==> config.mk <==
export PLATFORM = sky130hd
export DESIGN_NAME = io_uart_port_flat
export DESIGN_NICKNAME = d
export VERILOG_FILES = /design/src/rtl/io_uart_port_if.sv /design/src/rtl/io_uart_port.sv /design/src/flat_wrapper.sv
export SDC_FILE = /design/constraint.sdc
export NUM_CORES = 1
export LEC_CHECK = 0
export ABC_AREA = 1
export BUFFER_PORTS_ARGS = -buffer_cell sky130_fd_sc_hd__buf_2
export CELL_PAD_IN_SITES_DETAIL_PLACEMENT = 0
export CELL_PAD_IN_SITES_GLOBAL_PLACEMENT = 1
export CORE_MARGIN = 8
export CORE_UTILIZATION = 43
export CTS_BUF_LIST = sky130_fd_sc_hd__clkbuf_8
export DETAILED_ROUTE_END_ITERATION = 8
export GPL_TIMING_DRIVEN = 0
export PLACE_DENSITY = 0.81
export SYNTH_ARGS = -nofsm -noshare
export SYNTH_HDL_FRONTEND = slang
export SYNTH_SLANG_ARGS = --single-unit
==> constraint.sdc <==
create_clock -name clk -period 2.1 [get_ports clk]
set_clock_uncertainty 0.05 [all_clocks]
set_input_delay 0.315 -clock clk [delete_from_list [all_inputs] [get_ports clk]]
set_output_delay 0.315 -clock clk [all_outputs]
set_load 0.01 [all_outputs]
==> src/rtl/io_uart_port_if.sv <==
// Command/response channel between the IO command controller and a UART port.
// Pure wiring, no latency.
// Both directions are ACK (valid) / REQ (ready): a transfer happens when both are high.
interface io_uart_port_if;
    logic        CmdACK;
    logic        CmdREQ;
    logic        CmdResponseRequested;
    logic [3:0]  CmdDestReg;
    logic [15:0] CmdData;
    logic        RespACK;
    logic        RespREQ;
    logic        RespRegResponseFlag;
    logic        RespMemResponseFlag;
    logic [3:0]  RespDestReg;
    logic [15:0] RespData;

    // Controller side
    modport master (
        output CmdACK, CmdResponseRequested, CmdDestReg, CmdData, RespREQ,
        input  CmdREQ, RespACK, RespRegResponseFlag, RespMemResponseFlag, RespDestReg, RespData
    );

    // UART port side
    modport slave (
        input  CmdACK, CmdResponseRequested, CmdDestReg, CmdData, RespREQ,
        output CmdREQ, RespACK, RespRegResponseFlag, RespMemResponseFlag, RespDestReg, RespData
    );
endinterface

==> src/rtl/io_uart_port.sv <==
// One UART channel (8N1 TX, oversampled RX, RX FIFO, status, divisor) behind a command/response bus.
// Latency: command accepted in one cycle; response valid the cycle after acceptance (TX: after the load).
// Backpressure: CmdREQ low while a TX waits for the engine or a response waits for RespREQ.
module io_uart_port #(
    parameter logic [11:0] DEFAULT_DIVISOR = 12'd868,
    parameter int          RXFIFODEPTH     = 4,
    parameter int          SYNCSTAGES      = 2
) (
    input  logic         clk,
    input  logic         async_rst,
    io_uart_port_if.slave bus,
    output logic         uart_tx,
    input  logic         uart_rx
);
    localparam int PW = $clog2(RXFIFODEPTH);
    localparam int CW = PW + 1;
    localparam logic [1:0] OP_TX = 2'b00, OP_RXREAD = 2'b01, OP_STATUS = 2'b10, OP_DIVISOR = 2'b11;

    typedef enum logic [1:0] {C_IDLE, C_WAIT_TX, C_RESP} cmdState_t;
    typedef enum logic [1:0] {R_IDLE, R_START, R_DATA, R_STOP} rxState_t;

    cmdState_t cmdState, cmdNext;
    rxState_t  rxState, rxNext;
    logic        alive, cmdXfer, txLoad, fifoPop, fifoPush, statusRd, divWr;
    logic [1:0]  op;
    logic [11:0] payload, newDiv, divisor;
    logic [15:0] respNext, respDat, statusWord;
    logic [7:0]  txByte, pendByte;
    logic [3:0]  respDest;
    logic        pendResp;
    logic [9:0]  txShift;
    logic        txBusy;
    logic [11:0] txCnt, txDiv;
    logic [3:0]  txBits;
    logic [SYNCSTAGES-1:0] rxSync;
    logic        rxIn, rxPrev, rxTick, rxPush, rxFrameErr;
    logic [11:0] rxCnt, rxDiv;
    logic [2:0]  rxBit;
    logic [7:0]  rxShift;
    logic [7:0]  rxMem [RXFIFODEPTH];
    logic [PW-1:0] wrPtr, rdPtr;
    logic [CW-1:0] rxCount;
    logic        rxFull, overrunSet, framingFlag, overrunFlag;
    logic [2:0]  countField;
    logic [31:0] count32;
    logic        unusedCmdBits;

    assign op      = bus.CmdData[15:14];
    assign payload = bus.CmdData[11:0];
    assign newDiv  = (payload < 12'd4) ? 12'd4 : payload;
    assign unusedCmdBits = ^bus.CmdData[13:12];
    assign cmdXfer = bus.CmdACK && alive && (cmdState == C_IDLE);
    assign rxFull  = (rxCount == CW'(RXFIFODEPTH));
    assign uart_tx = txShift[0];
    assign bus.RespACK             = (cmdState == C_RESP);
    assign bus.RespRegResponseFlag = (cmdState == C_RESP);
    assign bus.RespMemResponseFlag = 1'b0;
    assign bus.RespData            = respDat;
    assign bus.RespDestReg         = respDest;

    // Status word with the FIFO count squeezed into a 3-bit field
    always_comb begin
        count32    = 32'(rxCount);
        countField = (count32 > 32'd7) ? 3'd7 : count32[2:0];
        statusWord = {9'b0, countField, framingFlag, overrunFlag, rxFull, txBusy};
    end

    // Command FSM: state register plus a flag that holds CmdREQ low until the first clock after reset
    always_ff @(posedge clk or negedge async_rst) begin
        if (!async_rst) begin
            cmdState <= C_IDLE;
            alive    <= 1'b0;
        end else begin
            cmdState <= cmdNext;
            alive    <= 1'b1;
        end
    end

    // Command FSM: next state
    always_comb begin
        cmdNext = cmdState;
        case (cmdState)
            C_IDLE: if (cmdXfer) begin
                if (op == OP_TX && txBusy)          cmdNext = C_WAIT_TX;
                else if (bus.CmdResponseRequested)  cmdNext = C_RESP;
            end
            C_WAIT_TX: if (!txBusy) cmdNext = pendResp ? C_RESP : C_IDLE;
            C_RESP:    if (bus.RespREQ) cmdNext = C_IDLE;
            default:   cmdNext = C_IDLE;
        endcase
    end

    // Command FSM: strobes to the datapath and the response word to capture
    always_comb begin
        bus.CmdREQ = 1'b0;
        txLoad     = 1'b0;
        txByte     = bus.CmdData[7:0];
        fifoPop    = 1'b0;
        statusRd   = 1'b0;
        divWr      = 1'b0;
        respNext   = 16'h0000;
        case (cmdState)
            C_IDLE: begin
                bus.CmdREQ = alive;
                if (cmdXfer) begin
                    case (op)
                        OP_TX: begin
                            txLoad   = !txBusy;
                            respNext = 16'h0001;
                        end
                        OP_RXREAD: begin
                            fifoPop  = (rxCount != '0);
                            respNext = fifoPop ? {7'b0, 1'b1, rxMem[rdPtr]} : 16'h0000;
                        end
                        OP_STATUS: begin
                            statusRd = 1'b1;
                            respNext = statusWord;
                        end
                        default: begin
                            divWr    = 1'b1;
                            respNext = {4'b0, newDiv};
                        end
                    endcase
                end
            end
            C_WAIT_TX: begin
                txLoad   = !txBusy;
                txByte   = pendByte;
                respNext = 16'h0001;
            end
            default: ;
        endcase
    end

    // Command datapath: pending TX byte, response payload, divisor, sticky flags
    always_ff @(posedge clk or negedge async_rst) begin
        if (!async_rst) begin
            respDat     <= 16'h0000;
            respDest    <= 4'h0;
            pendByte    <= 8'h00;
            pendResp    <= 1'b0;
            divisor     <= DEFAULT_DIVISOR;
            framingFlag <= 1'b0;
            overrunFlag <= 1'b0;
        end else begin
            if (cmdXfer) begin
                respDest <= bus.CmdDestReg;
                pendByte <= bus.CmdData[7:0];
                pendResp <= bus.CmdResponseRequested;
            end
            if (cmdState != C_RESP && cmdNext == C_RESP) respDat <= respNext;
            if (divWr) divisor <= newDiv;
            framingFlag <= (framingFlag && !statusRd) || rxFrameErr;
            overrunFlag <= (overrunFlag && !statusRd) || overrunSet;
        end
    end

    // TX engine: shift {stop, data, start} out LSB first, divisor latched at load
    always_ff @(posedge clk or negedge async_rst) begin
        if (!async_rst) begin
            txShift <= '1;
            txBusy  <= 1'b0;
            txCnt   <= 12'd0;
            txDiv   <= DEFAULT_DIVISOR;
            txBits  <= 4'd0;
        end else if (txLoad) begin
            txShift <= {1'b1, txByte, 1'b0};
            txBusy  <= 1'b1;
            txCnt   <= divisor - 12'd1;
            txDiv   <= divisor;
            txBits  <= 4'd9;
        end else if (txBusy) begin
            if (txCnt == 12'd0) begin
                if (txBits == 4'd0) begin
                    txBusy <= 1'b0;
                end else begin
                    txShift <= {1'b1, txShift[9:1]};
                    txBits  <= txBits - 4'd1;
                    txCnt   <= txDiv - 12'd1;
                end
            end else begin
                txCnt <= txCnt - 12'd1;
            end
        end
    end

    // RX input synchroniser and edge-detect history (line idles high)
    always_ff @(posedge clk or negedge async_rst) begin
        if (!async_rst) begin
            rxSync <= '1;
            rxPrev <= 1'b1;
        end else begin
            rxSync <= {rxSync[SYNCSTAGES-2:0], uart_rx};
            rxPrev <= rxIn;
        end
    end
    assign rxIn   = rxSync[SYNCSTAGES-1];
    assign rxTick = (rxCnt == 12'd0);

    // RX FSM: state register
    always_ff @(posedge clk or negedge async_rst) begin
        if (!async_rst) rxState <= R_IDLE;
        else            rxState <= rxNext;
    end

    // RX FSM: next state (false start returns to idle)
    always_comb begin
        rxNext = rxState;
        case (rxState)
            R_IDLE:  if (rxPrev && !rxIn) rxNext = R_START;
            R_START: if (rxTick) rxNext = rxIn ? R_IDLE : R_DATA;
            R_DATA:  if (rxTick && rxBit == 3'd7) rxNext = R_STOP;
            R_STOP:  if (rxTick) rxNext = R_IDLE;
            default: rxNext = R_IDLE;
        endcase
    end

    // RX FSM: frame-complete strobes on the stop-bit sample
    always_comb begin
        rxPush     = (rxState == R_STOP) && rxTick && rxIn;
        rxFrameErr = (rxState == R_STOP) && rxTick && !rxIn;
    end

    // RX datapath: half-bit then full-bit countdown, divisor frozen once a start edge is seen
    always_ff @(posedge clk or negedge async_rst) begin
        if (!async_rst) begin
            rxCnt   <= 12'd0;
            rxDiv   <= DEFAULT_DIVISOR;
            rxBit   <= 3'd0;
            rxShift <= 8'h00;
        end else if (rxState == R_IDLE) begin
            rxDiv <= divisor;
            rxCnt <= {1'b0, divisor[11:1]} - 12'd1;
            rxBit <= 3'd0;
        end else if (rxTick) begin
            rxCnt <= rxDiv - 12'd1;
            if (rxState == R_DATA) begin
                rxShift <= {rxIn, rxShift[7:1]};
                rxBit   <= rxBit + 3'd1;
            end
        end else begin
            rxCnt <= rxCnt - 12'd1;
        end
    end

    // A full FIFO still accepts a byte when a read frees a slot in the same cycle
    assign fifoPush   = rxPush && (!rxFull || fifoPop);
    assign overrunSet = rxPush && rxFull && !fifoPop;

    // RX FIFO pointers and occupancy
    always_ff @(posedge clk or negedge async_rst) begin
        if (!async_rst) begin
            wrPtr   <= '0;
            rdPtr   <= '0;
            rxCount <= '0;
        end else begin
            if (fifoPush) wrPtr <= wrPtr + PW'(1);
            if (fifoPop)  rdPtr <= rdPtr + PW'(1);
            case ({fifoPush, fifoPop})
                2'b10:   rxCount <= rxCount + CW'(1);
                2'b01:   rxCount <= rxCount - CW'(1);
                default: ;
            endcase
        end
    end

    // RX FIFO storage
    always_ff @(posedge clk) begin
        if (fifoPush) rxMem[wrPtr] <= rxShift;
    end
endmodule

==> src/flat_wrapper.sv <==
// flat-port wrapper written by rule: the top's interface ports become plain ports
module io_uart_port_flat 
#(
    parameter logic [11:0] DEFAULT_DIVISOR = 12'd868,
    parameter int          RXFIFODEPTH     = 4,
    parameter int          SYNCSTAGES      = 2
)
  (clk, async_rst, uart_tx, uart_rx, bus_CmdACK, bus_CmdResponseRequested, bus_CmdDestReg, bus_CmdData, bus_RespREQ, bus_CmdREQ, bus_RespACK, bus_RespRegResponseFlag, bus_RespMemResponseFlag, bus_RespDestReg, bus_RespData);
  io_uart_port_if bus_i ();
  input  logic clk;
  input  logic async_rst;
  output logic uart_tx;
  input  logic uart_rx;
  input wire logic [$bits(bus_i.CmdACK)-1:0] bus_CmdACK;
  input wire logic [$bits(bus_i.CmdResponseRequested)-1:0] bus_CmdResponseRequested;
  input wire logic [$bits(bus_i.CmdDestReg)-1:0] bus_CmdDestReg;
  input wire logic [$bits(bus_i.CmdData)-1:0] bus_CmdData;
  input wire logic [$bits(bus_i.RespREQ)-1:0] bus_RespREQ;
  output wire logic [$bits(bus_i.CmdREQ)-1:0] bus_CmdREQ;
  output wire logic [$bits(bus_i.RespACK)-1:0] bus_RespACK;
  output wire logic [$bits(bus_i.RespRegResponseFlag)-1:0] bus_RespRegResponseFlag;
  output wire logic [$bits(bus_i.RespMemResponseFlag)-1:0] bus_RespMemResponseFlag;
  output wire logic [$bits(bus_i.RespDestReg)-1:0] bus_RespDestReg;
  output wire logic [$bits(bus_i.RespData)-1:0] bus_RespData;
  assign bus_i.CmdACK = bus_CmdACK;
  assign bus_i.CmdResponseRequested = bus_CmdResponseRequested;
  assign bus_i.CmdDestReg = bus_CmdDestReg;
  assign bus_i.CmdData = bus_CmdData;
  assign bus_i.RespREQ = bus_RespREQ;
  assign bus_CmdREQ = bus_i.CmdREQ;
  assign bus_RespACK = bus_i.RespACK;
  assign bus_RespRegResponseFlag = bus_i.RespRegResponseFlag;
  assign bus_RespMemResponseFlag = bus_i.RespMemResponseFlag;
  assign bus_RespDestReg = bus_i.RespDestReg;
  assign bus_RespData = bus_i.RespData;
  io_uart_port #(.DEFAULT_DIVISOR(DEFAULT_DIVISOR), .RXFIFODEPTH(RXFIFODEPTH), .SYNCSTAGES(SYNCSTAGES)) u_core (.clk(clk), .async_rst(async_rst), .bus(bus_i), .uart_tx(uart_tx), .uart_rx(uart_rx));
endmodule
# ---- Word level (Yosys, flattened, before mapping)
# Memories as Yosys holds them, arrays and structs flattened.
# Cells that the tools add are included.
dict set report totals {
  ramBits 32
  latch_bits 0
  wordCells 154
  rom_bits 0
  memories 1
  reg_bits 132
  input_bits 26
}
# name words width rd rd_clocked_by_memory_dff wr line
set memory_table {}
lappend memory_table {u_core.rxMem 4 8 1 0 1 io_uart_port.sv:40} ;# logic [7:0] rxMem [RXFIFODEPTH];
dict set report op_classes {
  shift 0
  n_reduce_logical 40
  order_cmp 1
  n_mux 56
  multipliers 0
  n_div 0
  n_addsub 12
  eq_ne 19
  bitwise_logic 1
}
# op count
set op_table {}
lappend op_table {{$mux 12} 7}
lappend op_table {{$sub 12x1->12 const B} 5}
lappend op_table {{$pmux 16 s3} 1}
lappend op_table {{$mux 10} 4}
lappend op_table {{$pmux 16 s2} 1}
lappend op_table {{$logic_not 12->1} 2}
lappend op_table {{$mux 2} 11}
lappend op_table {{$mux 1} 18}
lappend op_table {{$mux 16} 1}
lappend op_table {{$mux 4} 4}
lappend op_table {{$logic_and 1x1->1} 14}
lappend op_table {{$eq 2x2->1 const B} 6}
lappend op_table {{$lt 12x3->1 const B} 1}
lappend op_table {{$sub 11x1->12 const B} 1}
lappend op_table {{$ne 2x1->1 const B} 5}
lappend op_table {{$reduce_bool 2->1} 5}
lappend op_table {{$mux 3} 3}
lappend op_table {{$mux 9} 1}
lappend op_table {{$eq 2x1->1 const B} 4}
lappend op_table {{$mux 8} 1}
lappend op_table {{$pmux 2 s4} 1}
lappend op_table {{$add 3x1->3 const B} 2}
lappend op_table {{$eq 3x3->1 const B} 2}
lappend op_table {{$logic_not 2->1} 3}
lappend op_table {{17 further kinds} 26}

# ---- Logic depth before layout (Yosys ltp)
dict set report depth {
  depth_word 8
  mapped_depth 16
}

# ---- Worst setup path after synthesis
# Ideal clock, no wire load.
dict set report synth_path {
  path_kind {register to register}
  startpoint {register u_core.rxCnt[7]}
  endpoint {register u_core.rxCount[1] (netlist: u_core.countField[1])}
  n_path_buf 1
  period_less_slack_ns 2.270
  setup_slack_ns -0.170
  path_stages_with_launch 12
  required_time_ns 1.967
  arrival_time_ns 2.137
  cell_sequence {dfrtp_1 > nor2_1 > nand3_1 > nor2_1 > nand2_1 > buf_2 > nor3_2 > nand3_2 > ha_1 > inv_1 > fa_1 > o21ai_0}
}
dict set report synth_between {
  elab_chain_len 6
}
# item line
set synth_lines {}
lappend synth_lines {{start, declared} io_uart_port.sv:37} ;# logic [11:0] rxCnt, rxDiv;
lappend synth_lines {{start signal, assigned} io_uart_port.sv:233} ;# rxCnt <= {1'b0, divisor[11:1]} - 12'd1;
lappend synth_lines {{start signal, assigned} io_uart_port.sv:236} ;# rxCnt <= rxDiv - 12'd1;
lappend synth_lines {{start signal, assigned} io_uart_port.sv:242} ;# rxCnt <= rxCnt - 12'd1;
lappend synth_lines {{$logic_not 12->1 *} io_uart_port.sv:198} ;# assign rxTick = (rxCnt == 12'd0);
lappend synth_lines {{$logic_and 1x1->1 * (2 in a row)} io_uart_port.sv:220} ;# rxPush = (rxState == R_STOP) && rxTick && rxIn;
lappend synth_lines {{$logic_and 1x1->1 *} io_uart_port.sv:247} ;# assign fifoPush = rxPush && (!rxFull || fifoPop);
lappend synth_lines {{$eq 2x1->1 / $eq 2x2->1 (equally long branches)} io_uart_port.sv:259} ;# case ({fifoPush, fifoPop})
lappend synth_lines {{$pmux 3 s2 / $reduce_bool 2->1 (equally long branches)} n/a}
lappend synth_lines {{end signal, assigned} io_uart_port.sv:260} ;# 2'b10: rxCount <= rxCount + CW'(1);
lappend synth_lines {{end signal, assigned} io_uart_port.sv:261} ;# 2'b01: rxCount <= rxCount - CW'(1);
lappend synth_lines {{end, declared} io_uart_port.sv:42} ;# logic [CW-1:0] rxCount;
# Every way passes the cells marked *; elsewhere a longest branch is shown, timed or not.
# A chain may end at the register's enable or synchronous reset.

# ---- Final worst setup path
dict set report layout_path {
  startpoint {register u_core.rxCount[1] (netlist: u_core.countField[1])}
  endpoint {register u_core.rxCount[2] (netlist: u_core.countField[2])}
}
dict set report layout_between {
  elab_chain_len 8
}
# item line
set layout_lines {}
lappend layout_lines {{$reduce_bool 3->1} io_uart_port.sv:112} ;# fifoPop = (rxCount != '0);
lappend layout_lines {{$mux 1} io_uart_port.sv:106} ;# case (op)
lappend layout_lines {{$mux 1} io_uart_port.sv:105} ;# if (cmdXfer) begin
lappend layout_lines {{$mux 1} io_uart_port.sv:102} ;# case (cmdState)
lappend layout_lines {{$logic_or 1x1->1} io_uart_port.sv:247}
lappend layout_lines {{$logic_and 1x1->1} io_uart_port.sv:247}
lappend layout_lines {{$eq 2x1->1 / $eq 2x2->1 (equally long branches)} io_uart_port.sv:259}
lappend layout_lines {{$pmux 3 s2 / $reduce_bool 2->1 (equally long branches)} n/a}
# Several ways; a longest one is shown, not always the timed one.

==> impl_results.md <==
- Status: finished, violations left
- Failing checks: negative setup slack
- Dpl ws: -0.5520 ns
- Area delta synth->final: 24.23%
- Area share of the largest cell type after synthesis: 0.3261
- Mapped Avg Cell Area: 8.662 um2
- Crit. End Element: flop
- Worst path required time: 2.40 ns
- Peak supply drop: 0.0006137 V
- Total Die Area: 22,380 um2
- Largest family of logic cells by synthesized area: simple AND/OR/NAND/NOR gates
- Sw frac: 0.3643
- Clock Sinks: 159
- Clk pin slew, worst setup/hold paths: 0.10 ns
- EDFF count, synth: 32
- First-pass GRT wire length: 31,080 um
- Sequential power share: 0.457
- Hold Vio Cnt, Final: 0
- Wire per inst: 15.55 um
- Final Instance Area: 9534 um2
- Area of the multi-input gates: 3268 um2
- Crit path DAT: 2.56 ns
- CP max FO: 6
- Crit Path Category: flop to flop
- Ant diodes: 0
- Global route overflow: 0
- Setup TNS: -1.866 ns
- Core ar.: 17,720 um2
- Final setup fails: 36
- Post-synth top area cell: dfrtp_1
- Layout Nets: 1,041
- P_int: 5.706 mW
- Initial antenna violation count: 0
- Placed instance count: 1,163
- Clk Latency, worst-skew pair: 0.47 ns
- Prevailing post-synth register cell: dfrtp_1
- H-tree Lvls: 4
- Hold_ws: 0.03232 ns
- DP Area: 8275 um2
- Clk network pwr share: 0.269
- Register area share after synthesis: 0.5437
- Final Instance Count excl. Fillers: 1,245
- LEAKAGE: 4.321 nW
- CTS tree: built
- CP Launch Type: flop
- Slew Limit Fails: 0
- Synth cell types: 48
- Sw power: 3.269 mW
- Vias: 6,212
- Largest cells by area after synthesis: dfrtp_1, edfxtp_1, nand2_1
- Reported max-cap violation count: 0
- PD cells: 941.4 nW/um2
- Die H: 149.6 um
- All-Layer GR Usage: 0.1774
- Mapped cell area: 7675 um2
- Routed Antenna Nets: 0
- Synth Area in Adders: 0.02054
- Post-layout minimum cycle time: 2.259 ns
- Post-synthesis compound-gate area fraction: 0.1273
- Synth warn: 0
- Setup WS post-layout: -0.1593 ns
- Fraction of layout cells with a size suffix above 1: 0.2726
- Vias in the first global route: 6,101
- Fmax: 442.6 MHz
- Via density: 4.990
- Synthesis-stage register bit count: 159
- Drt pass-1 iters: 4
- RSZ-0062 raised after global routing: true
- Post-synthesis xor/xnor area fraction: 0.01141
- DR iter-0 viols: 337
- Slew margin rel.: 0.6652
- Root Driver: clkbuf_8
- Fillers: 1,608
- Clk buf depth: 2
- Std-Cell Rows: 49
- Logic pwr share: 0.274
- Synth Area in Simple Gates: 0.2145
- Final period util: 1.076
- Mapped Cells: 886
- Worst-Margin Slew: 0.5021 ns
- Die width: 149.6 um
- Post-synthesis mux area share: 0.001467
- Worst setup startpoint: u_core.countField[1]
- Routed WL: 19,350 um
- Hold crit path type: input port to flop
- Largest net degree at the start of global routing: 96
- Asr flop ratio synth: 0.7987
- DRC viols: 0
- Initial Util: 0.4332
- Hold wc startpoint: bus_CmdResponseRequested
- Post-DP HPWL: 13,340 um
- Num CTS Buffers: 17
- Critical R2R Launch: u_core.countField[1]
- I/O pins: 51
- Final Wtd Congestion: 0.8328
- Port Buffer Count: 43
- Register area: 4174 um2
## final timing paths
kind	end	slack, ns	cells past startpoint
hold reg to reg	u_core.rxSync[1]	0.32	0
max in group asynchronous	u_core.txDiv[2]	0.95	3
setup reg to reg	u_core.countField[2]	-0.16	9
min in group asynchronous	u_core.bus.RespDestReg[2]	0.24	2
setup / recovery	u_core.countField[2]	-0.16	9
hold / removal	u_core.pendResp	0.03	3
## per-stage QoR
| step | utilization | power [mW] |
|---|---|---|
| floorplan | - | 5.531 |
| global placement | 0.4652 | 6.245 |
| detailed placement | 0.4671 | 6.285 |
| CTS | 0.5084 | 8.783 |
| global route | 0.5381 | 9.542 |
| finish | 0.5381 | 8.975 |
## cells in the mapped netlist, types with 2 or more instances
library cell / n
o21bai_1: 2
inv_1: 110
dfrtp_1: 100
buf_2: 9
a21oi_2: 3
nand3_1: 53
nor3_1: 2
a21oi_1: 28
xor2_1: 6
buf_4: 10
dfstp_2: 27
conb_1: 2
inv_2: 6
nand4_1: 5
nand2_1: 199
o21ai_1: 10
a21oi_4: 2
edfxtp_1: 32
nor3_2: 3
ha_1: 11
nor2_1: 92
nor2_2: 8
a21boi_0: 4
nor2_4: 4
o211ai_1: 4
a21o_1: 2
xnor2_1: 4
o22ai_1: 11
clkbuf_1: 11
nand2_2: 5
o21ai_0: 104
## layout by cell type, fill, tap and decap left out, drive strengths merged, types with 2 or more instances in the layout
master,netlist,final
nand2,204,204
inv,117,122
o21ai,115,115
buf,20,107
nor2,105,105
dfrtp,100,100
nand3,55,55
a21oi,33,33
edfxtp,32,32
clkbuf,11,29
dfstp,27,27
o22ai,11,11
ha,11,11
clkinv,0,9
xor2,6,6
conb,2,6
dlygate4sd3,0,6
nor3,6,6
nand4,5,5
xnor2,4,4
o211ai,4,4
a21boi,4,4
o21bai,2,2
a21o,2,2
nor3b,2,2
## logic make-up after synthesis
kind of cell | count (synthesis)
compound gates | 176
xor+xnor | 10
fa+ha+maj | 12
buf+inv | 148
flops | 159
mux | 1
other cells | 2
simple gates | 378
## layer usage
metal | vias up | GRT usage | wire length (um)
met2 | 121 | 0.2928 | 9678
met1 | 2973 | 0.2285 | 8618
met3 | 24 | 0.03659 | 760
li1 | 3094 | - | -
met5 | - | 0 | 0
met4 | 0 | 0.05856 | 297
## flip-flops by register name, indices dropped and copies added (netlist names), 9 cells and up, named ones only
register / count
u_core.bus.RespData: 12
u_core.rxMem: 32
u_core.divisor: 12
u_core.txDiv: 12
u_core.txShift: 9
u_core.rxCnt: 12
u_core.txCnt: 12
u_core.rxDiv: 12
## critical path, cell delays in order, from the launching register on
cell and delay [ns]:
dfrtp_1 0.42, nor3_1 0.37, nand2_2 0.14, nand3_4 0.16
ha_4 0.16, inv_4 0.03, fa_1 0.42, a21oi_1 0.14
o21ai_0 0.11, xor2_1 0.15
## area by class of cell
| cell class | count | area share |
|---|---|---|
| buffer | 31 | 0.02192 |
| clock buffer | 17 | 0.02454 |
| clock inverter | 15 | 0.02283 |
| inverter | 117 | 0.04764 |
| multi-input combinational | 583 | 0.3428 |
| sequential | 159 | 0.4378 |
| tap | 229 | 0.03005 |
| timing repair buffer | 94 | 0.07244 |
## power by group through the flow
| stage | Combinational, mW | Sequential, mW | Clock (mW) |
|---|---|---|---|
| after global routing | 2.80 | 4.16 | 2.58 |
| after global placement | 2.10 | 4.14 | 0 |
| after CTS | 2.21 | 4.09 | 2.48 |
| final | 2.46 | 4.10 | 2.42 |
| after floorplan | 1.43 | 4.10 | 0 |
| after detailed placement | 2.13 | 4.15 | 0 |
## repair_timing
action | CTS | global route
hold buffers | 6 | 0
buffers inserted | 18 | 26
gates resized for setup | 29 | 93
pin swaps | 16 | 44
endpoints found under the hold margin | 37 | 0
setup endpoints to repair | 60 | 76
Note: power is estimated with default switching activity, not from simulation.
